File: config.mk
export PLATFORM = sky130hd
export DESIGN_NAME = bpu_flat
export DESIGN_NICKNAME = d
export VERILOG_FILES = /design/src/rtl/bpu_if.sv /design/src/rtl/bpu.sv /design/src/flat_wrapper.sv
export SDC_FILE = /design/constraint.sdc
export NUM_CORES = 2
export LEC_CHECK = 0
export BUFFER_PORTS_ARGS = -buffer_cell sky130_fd_sc_hd__buf_2
export CAP_MARGIN = 10
export CORE_MARGIN = 8
export CORE_UTILIZATION = 55
export DETAILED_ROUTE_END_ITERATION = 6
export GPL_TIMING_DRIVEN = 0
export PLACE_DENSITY_LB_ADDON = 0.1
export SYNTH_ARGS = -nofsm -noshare
export SYNTH_HDL_FRONTEND = slang
export SYNTH_SLANG_ARGS = --single-unit
File: constraint.sdc
create_clock -name clk -period 8.18 [get_ports clk]
set_input_delay 1.227 -clock clk [delete_from_list [all_inputs] [get_ports clk]]
set_output_delay 1.227 -clock clk [all_outputs]
set_load 0.05 [all_outputs]
File: src/rtl/bpu_if.sv
// bpu_if: fetch/EXE-side bundle into the branch predictor; stats outputs exist only under BPU_STATS_EN.
interface bpu_if;
  logic [31:0] fetch_pc;
  logic        IM_ready;
  logic        stall;
  logic        upd_valid;
  logic [31:0] upd_pc;
  logic [31:0] upd_target;
  logic        upd_taken;
  logic        upd_uncond;
  logic [31:0] next_pc;
  logic        next_jump;
`ifdef BPU_STATS_EN
  logic [31:0] stat_lookup;
  logic [31:0] stat_pred_taken;
  logic [31:0] stat_update_taken;
  modport master (output fetch_pc, IM_ready, stall, upd_valid, upd_pc, upd_target, upd_taken, upd_uncond,
                  input next_pc, next_jump, stat_lookup, stat_pred_taken, stat_update_taken);
  modport slave (input fetch_pc, IM_ready, stall, upd_valid, upd_pc, upd_target, upd_taken, upd_uncond,
                 output next_pc, next_jump, stat_lookup, stat_pred_taken, stat_update_taken);
`else
  modport master (output fetch_pc, IM_ready, stall, upd_valid, upd_pc, upd_target, upd_taken, upd_uncond,
                  input next_pc, next_jump);
  modport slave (input fetch_pc, IM_ready, stall, upd_valid, upd_pc, upd_target, upd_taken, upd_uncond,
                 output next_pc, next_jump);
`endif
endinterface

File: src/rtl/bpu.sv
// bpu: next-PC generator with direct-mapped BTB and 2-bit counters; BPU_STATS_EN adds lookup/prediction/update counters.
module bpu #(
  parameter int BTB_ENTRIES = 16,
  parameter int TAG_W = 26
) (
  input logic clk,
  input logic rst,
  bpu_if.slave bus
);
  localparam int IDX_W = $clog2(BTB_ENTRIES);
  localparam int TW = (TAG_W > 30 - IDX_W) ? 30 - IDX_W : TAG_W;
  logic          valid_q  [BTB_ENTRIES];
  logic [1:0]    ctr_q    [BTB_ENTRIES];
  logic [TW-1:0] tag_q    [BTB_ENTRIES];
  logic [31:0]   target_q [BTB_ENTRIES];
  logic [IDX_W-1:0] idx, u_idx;
  logic [TW-1:0]    f_tag, u_tag;
  logic hit, u_hit, hold, pred, u_take;
  logic [1:0] u_ctr, ctr_d;
  logic unused;
  assign unused = ^{bus.fetch_pc, bus.upd_pc};
  assign idx    = bus.fetch_pc[2 +: IDX_W];
  assign f_tag  = bus.fetch_pc[2 + IDX_W +: TW];
  assign u_idx  = bus.upd_pc[2 +: IDX_W];
  assign u_tag  = bus.upd_pc[2 + IDX_W +: TW];
  assign hit    = valid_q[idx] && tag_q[idx] == f_tag;
  assign u_hit  = valid_q[u_idx] && tag_q[u_idx] == u_tag;
  assign hold   = bus.stall || !bus.IM_ready;
  assign pred   = hit && ctr_q[idx][1];
  assign u_take = bus.upd_taken || bus.upd_uncond;
  assign u_ctr  = ctr_q[u_idx];
  always_comb begin
    ctr_d = bus.upd_uncond ? 2'b11 :
            !bus.upd_taken ? (u_ctr == 2'b00 ? 2'b00 : u_ctr - 2'd1) :
            !u_hit         ? 2'b10 :
            (u_ctr == 2'b11 ? 2'b11 : u_ctr + 2'd1);
    bus.next_pc   = rst ? 32'd0 : hold ? bus.fetch_pc : pred ? target_q[idx] : bus.fetch_pc + 32'd4;
    bus.next_jump = !rst && !hold && pred;
  end
  // Lookup above reads pre-update state; writes land at the edge with no bypass.
  always_ff @(posedge clk) begin
    if (rst) begin
      for (int i = 0; i < BTB_ENTRIES; i++) begin
        valid_q[i]  <= 1'b0;
        ctr_q[i]    <= 2'b01;
        tag_q[i]    <= '0;
        target_q[i] <= '0;
      end
    end else if (bus.upd_valid) begin
      if (u_take || u_hit) ctr_q[u_idx] <= ctr_d;
      if (u_take) begin
        valid_q[u_idx]  <= 1'b1;
        tag_q[u_idx]    <= u_tag;
        target_q[u_idx] <= bus.upd_target;
      end
    end
  end
`ifdef BPU_STATS_EN
  logic [31:0] lookup_q, pred_taken_q, update_taken_q;
  always_ff @(posedge clk) begin
    if (rst) begin
      lookup_q       <= '0;
      pred_taken_q   <= '0;
      update_taken_q <= '0;
    end else begin
      if (!hold) lookup_q <= lookup_q + 32'd1;
      if (bus.next_jump) pred_taken_q <= pred_taken_q + 32'd1;
      if (bus.upd_valid && u_take) update_taken_q <= update_taken_q + 32'd1;
    end
  end
  assign bus.stat_lookup       = lookup_q;
  assign bus.stat_pred_taken   = pred_taken_q;
  assign bus.stat_update_taken = update_taken_q;
`endif
endmodule

File: src/flat_wrapper.sv
// flat-port wrapper written by rule: the top's interface ports become plain ports
module bpu_flat 
#(
  parameter int BTB_ENTRIES = 16,
  parameter int TAG_W = 26
)
  (clk, rst, bus_fetch_pc, bus_IM_ready, bus_stall, bus_upd_valid, bus_upd_pc, bus_upd_target, bus_upd_taken, bus_upd_uncond, bus_next_pc, bus_next_jump);
  bpu_if bus_i ();
  input logic clk;
  input logic rst;
  input wire logic [$bits(bus_i.fetch_pc)-1:0] bus_fetch_pc;
  input wire logic [$bits(bus_i.IM_ready)-1:0] bus_IM_ready;
  input wire logic [$bits(bus_i.stall)-1:0] bus_stall;
  input wire logic [$bits(bus_i.upd_valid)-1:0] bus_upd_valid;
  input wire logic [$bits(bus_i.upd_pc)-1:0] bus_upd_pc;
  input wire logic [$bits(bus_i.upd_target)-1:0] bus_upd_target;
  input wire logic [$bits(bus_i.upd_taken)-1:0] bus_upd_taken;
  input wire logic [$bits(bus_i.upd_uncond)-1:0] bus_upd_uncond;
  output wire logic [$bits(bus_i.next_pc)-1:0] bus_next_pc;
  output wire logic [$bits(bus_i.next_jump)-1:0] bus_next_jump;
  assign bus_i.fetch_pc = bus_fetch_pc;
  assign bus_i.IM_ready = bus_IM_ready;
  assign bus_i.stall = bus_stall;
  assign bus_i.upd_valid = bus_upd_valid;
  assign bus_i.upd_pc = bus_upd_pc;
  assign bus_i.upd_target = bus_upd_target;
  assign bus_i.upd_taken = bus_upd_taken;
  assign bus_i.upd_uncond = bus_upd_uncond;
  assign bus_next_pc = bus_i.next_pc;
  assign bus_next_jump = bus_i.next_jump;
  bpu #(.BTB_ENTRIES(BTB_ENTRIES), .TAG_W(TAG_W)) u_core (.clk(clk), .rst(rst), .bus(bus_i));
endmodule
==> reports/summary.log <==
qor: outcome.failing_checks setup timing
qor: power_and_ir_drop.power 0.01231 W
qor: power_and_ir_drop.power.ir.vdd_worst 0.2091 mV
qor: synthesis.synth_seq_area_share 58.36%
qor: sta.fin_hold_ws 483.6 ps
qor: synthesis.synth-seq-cells 976
qor: sta.fmax 120.1 MHz
qor: synthesis.postSynth.asyncResetShare 0%
qor: sta.setup_violations 8
qor: clock_tree.ctsLongestPathBuffers 3
qor: sta.grt_setup_unrepaired false
qor: synthesis.synth_cell_types 76
qor: final_layout.mostFrequentLayoutCell sky130_fd_sc_hd__edfxtp_1
qor: worst_hold_path.worst_min_delay_path_startpoint u_core.valid_q[14]
qor: setup_path.critPathMaxStageDelay 1060 ps
qor: final_layout.final_core_utilization 63.23%
qor: setup_path.beginning_of_the_critical_path bus_fetch_pc[3]
qor: setup_path.critical-path-top-cell-by-count sky130_fd_sc_hd__buf_2
qor: clock_tree.clk_pin_slew 60 ps
qor: sta.report.final.slew_viol_count 0
qor: clock_tree.cts_tree built
qor: floorplanning.die_height 317.4 um
qor: sta.setup_ws -147.9 ps
qor: final_layout.filler_cell_count 6,752
qor: final_layout.area_growth 13.94%
qor: synthesis.netlist_instances 3,559
qor: placement.place_hpwl 152.5 mm
qor: worst_hold_path.hold_class register to register
qor: setup_path.critical_path_class input port to primary output
qor: routing.vias 36,900
qor: synthesis.dominantRegCellSynth sky130_fd_sc_hd__edfxtp_1
qor: placement.port_buffers 106
qor: synthesis.syn_avg_cell_area 14.03 um2
qor: routing.remaining_drc_errors 0
qor: synthesis.syn-num-nets 3,663
qor: synthesis.yosys-top-cells-area sky130_fd_sc_hd__edfxtp_1 (58%), sky130_fd_sc_hd__mux4_2 (14%), sky130_fd_sc_hd__and2_1 (9.8%)
qor: routing.drtIter0Drc 6,638
qor: routing.drt_pre_antenna_iters 7
qor: power_and_ir_drop.p_leak 19.87 nW
qor: global_route.antenna_found_initial 22
qor: final_layout.mostFrequentLayoutCells sky130_fd_sc_hd__edfxtp_1 (960), sky130_fd_sc_hd__and2_1 (780), sky130_fd_sc_hd__mux4_2 (304)
qor: worst_hold_path.worst_hold_path.num_cells 1
qor: setup_path.worstPathArrival 7100 ps
qor: placement.post-place-ws -18.95 ps
qor: synthesis.synth.yosys.warnings 0
qor: setup_path.cp_max_fo 10
qor: routing.final_antenna_net_count 0
qor: final_layout.fin_nets 3,939
qor: setup_path.critical_path.cell_chain buf_2 > nor2b_1 > clkbuf_1 > clkbuf_1 > a22oi_1 > a32oi_1 > a22oi_1 > a2111oi_0 > o2111ai_1 > nor4_4 > buf_2 > nand3_1 > a31oi_1 > buf_2
qor: outcome.result_of_the_run complete, but fails checks
qor: placement.placed_area 0.05341 mm2
qor: clock_tree.clock_insertion_delay_worst_skew 730 ps
qor: global_route.track_usage 41.67%
qor: sta.final.period_utilization 101.8%
qor: final_layout.proportion_of_layout_cells_with_a_drive_suffix_above_1 19.69%
qor: synthesis.synth_edf_count 960
qor: clock_tree.cts_made_buffers 105
qor: synthesis.synth_top_cell_area_share 57.71%
qor: placement.place_congestion 1.032
qor: worst_hold_path.whs_endpoint u_core.valid_q[14]
qor: setup_path.regToRegStartpoint u_core.tag_q[1][2]
qor: setup_path.worstSetupStartpointType input port
qor: floorplanning.initial_core_utilization 55.49%
qor: sta.worst_slew_pin_slew 1430 ps
qor: clock_tree.clockRootBuffer sky130_fd_sc_hd__clkbuf_16
qor: final_layout.fin_area 0.05691 mm2
qor: flow_run.cap_violations 0
qor: routing.wirelength 210.7 mm
qor: floorplanning.die_area 0.1007 mm2
qor: routing.routedWlPerCell 41.19 um
qor: floorplanning.floorplan.die.width 317.4 um
qor: global_route.grt_first_pass_wirelength 285.9 mm
qor: global_route.vias_in_the_first_global_route 35,950
qor: setup_path.ff2ff_path_depth 10
qor: synthesis.synth_area 0.04995 mm2
qor: routing.detail_route.vias_per_cell 7.214
qor: floorplanning.io-pin-count 136
qor: floorplanning.site_row_count 110
qor: global_route.gr-total-overflow 0
qor: synthesis.yosysTopAreaCell sky130_fd_sc_hd__edfxtp_1
qor: clock_tree.htree_levels 3
qor: floorplanning.design.core.area 0.09001 mm2
qor: clock_tree.cts.sinks 976
qor: setup_path.worst_path_max_delay_cell sky130_fd_sc_hd__clkbuf_1
qor: power_and_ir_drop.powerDensity 216.3 mW/mm2
qor: setup_path.critical_path.endpoint_type primary output
qor: sta.fin_worst_skew 44.23 ps
qor: sta.final.min_clock_period 8328 ps
qor: setup_path.timing.reg2reg.setup_slack 3520 ps
qor: sta.finalHoldViolations 0
qor: clock_tree.cts_hold_buffers 0
qor: setup_path.worst_ep_required_time 6950 ps
qor: sta.slew_headroom 4.644%
qor: global_route.grt_start_max_net_pins 23
qor: setup_path.regToRegEndpoint u_core.ctr_q[11][1]
[state kept, by name, summed over array words and instances (netlist names)]
signal	cells
u_core.ctr_q	32
u_core.target_q	512
u_core.tag_q	416
u_core.valid_q	16
[area by class of cell]
| class | instances | area [um2] | share of cell area [%] |
|---|---|---|---|
| Clock inverter | 63 | 560.5 | 0.9849 |
| Sequential cell | 976 | 29150 | 51.22 |
| Inverter | 30 | 112.6 | 0.1979 |
| Multi-Input combinational cell | 2183 | 19280 | 33.88 |
| Tap cell | 1176 | 1471 | 2.585 |
| Clock buffer | 135 | 2853 | 5.013 |
| Buffer | 370 | 1588 | 2.790 |
| Timing Repair Buffer | 169 | 1862 | 3.271 |
| Antenna cell | 13 | 32.53 | 0.05716 |
[synthesized netlist by cell type, types with 22 or more instances]
library cell	count
sky130_fd_sc_hd__a21oi_1	26
sky130_fd_sc_hd__nand3_1	75
sky130_fd_sc_hd__inv_1	25
sky130_fd_sc_hd__a31oi_1	38
sky130_fd_sc_hd__mux2_2	32
sky130_fd_sc_hd__nand2_1	116
sky130_fd_sc_hd__a21o_1	31
sky130_fd_sc_hd__clkbuf_1	275
sky130_fd_sc_hd__a22oi_1	44
sky130_fd_sc_hd__o21ai_0	84
sky130_fd_sc_hd__buf_2	46
sky130_fd_sc_hd__o22ai_1	24
sky130_fd_sc_hd__nor2_1	56
sky130_fd_sc_hd__and2_1	780
sky130_fd_sc_hd__buf_4	22
sky130_fd_sc_hd__mux4_2	304
sky130_fd_sc_hd__edfxtp_1	960
sky130_fd_sc_hd__mux2i_1	150
sky130_fd_sc_hd__nor3_1	194
[through the flow]
stage	TNS [ps]	instances
3_3_place_gp	-6226450	4841
3_5_place_dp	-31.22	4901
6_report	-453.6	5115
4_1_cts	0	5099
5_1_grt	0	5104
2_1_floorplan	0	3559
[logic make-up after synthesis]
logic type                 share of synthesized area, %
buffers and inverters                             3.399
AOI/OAI and AO/OA                                 4.677
DFF                                               58.36
xor gates and xnor gates                         0.6839
and+or+nand+nor                                   14.95
adders and majority gates                       0.02505
muxes                                             17.91
[critical path: cells and delay by family]
family,cells,cell delay [ps]
buffers and inverters,5,2620
AND/OR/NAND/NOR,3,930
AO/OA/AOI/OAI,6,2300
[layer usage]
layer	vias to the layer above	global-route usage (%)	share of wire (%)
met2	3343	62.56	44
met3	851	13.02	14
met1	18590	51.43	33
met5	-	0	0.038
met4	12	29.24	8.6
li1	14100	-	-
[worst max-delay path by stage]
stage | endpoint | slack (ps) | cells past startpoint
3_5_place_dp | bus_next_pc[31] | -20 | 13
2_1_floorplan | u_core.tag_q[3][0] | 670 | 9
3_3_place_gp | u_core.target_q[10][24] | -7430 | 9
4_1_cts | bus_next_pc[28] | 220 | 14
6_report | bus_next_pc[31] | -150 | 14
5_1_grt | bus_next_pc[28] | 40 | 16
[report_power, final]
part           switching (W)  internal (W)
Combinational        0.00107      0.000555
Clock                0.00208       0.00272
Sequential          0.000121       0.00576
Total                0.00327       0.00904
[what timing repair did]
| item | CTS | global route |
|---|---|---|
| pin swaps | 0 | 0 |
| endpoints found under the setup margin | 4 | 3 |
| setup buffers | 0 | 0 |
| resized for setup | 1 | 2 |
Power figures use the tool's default switching activity.
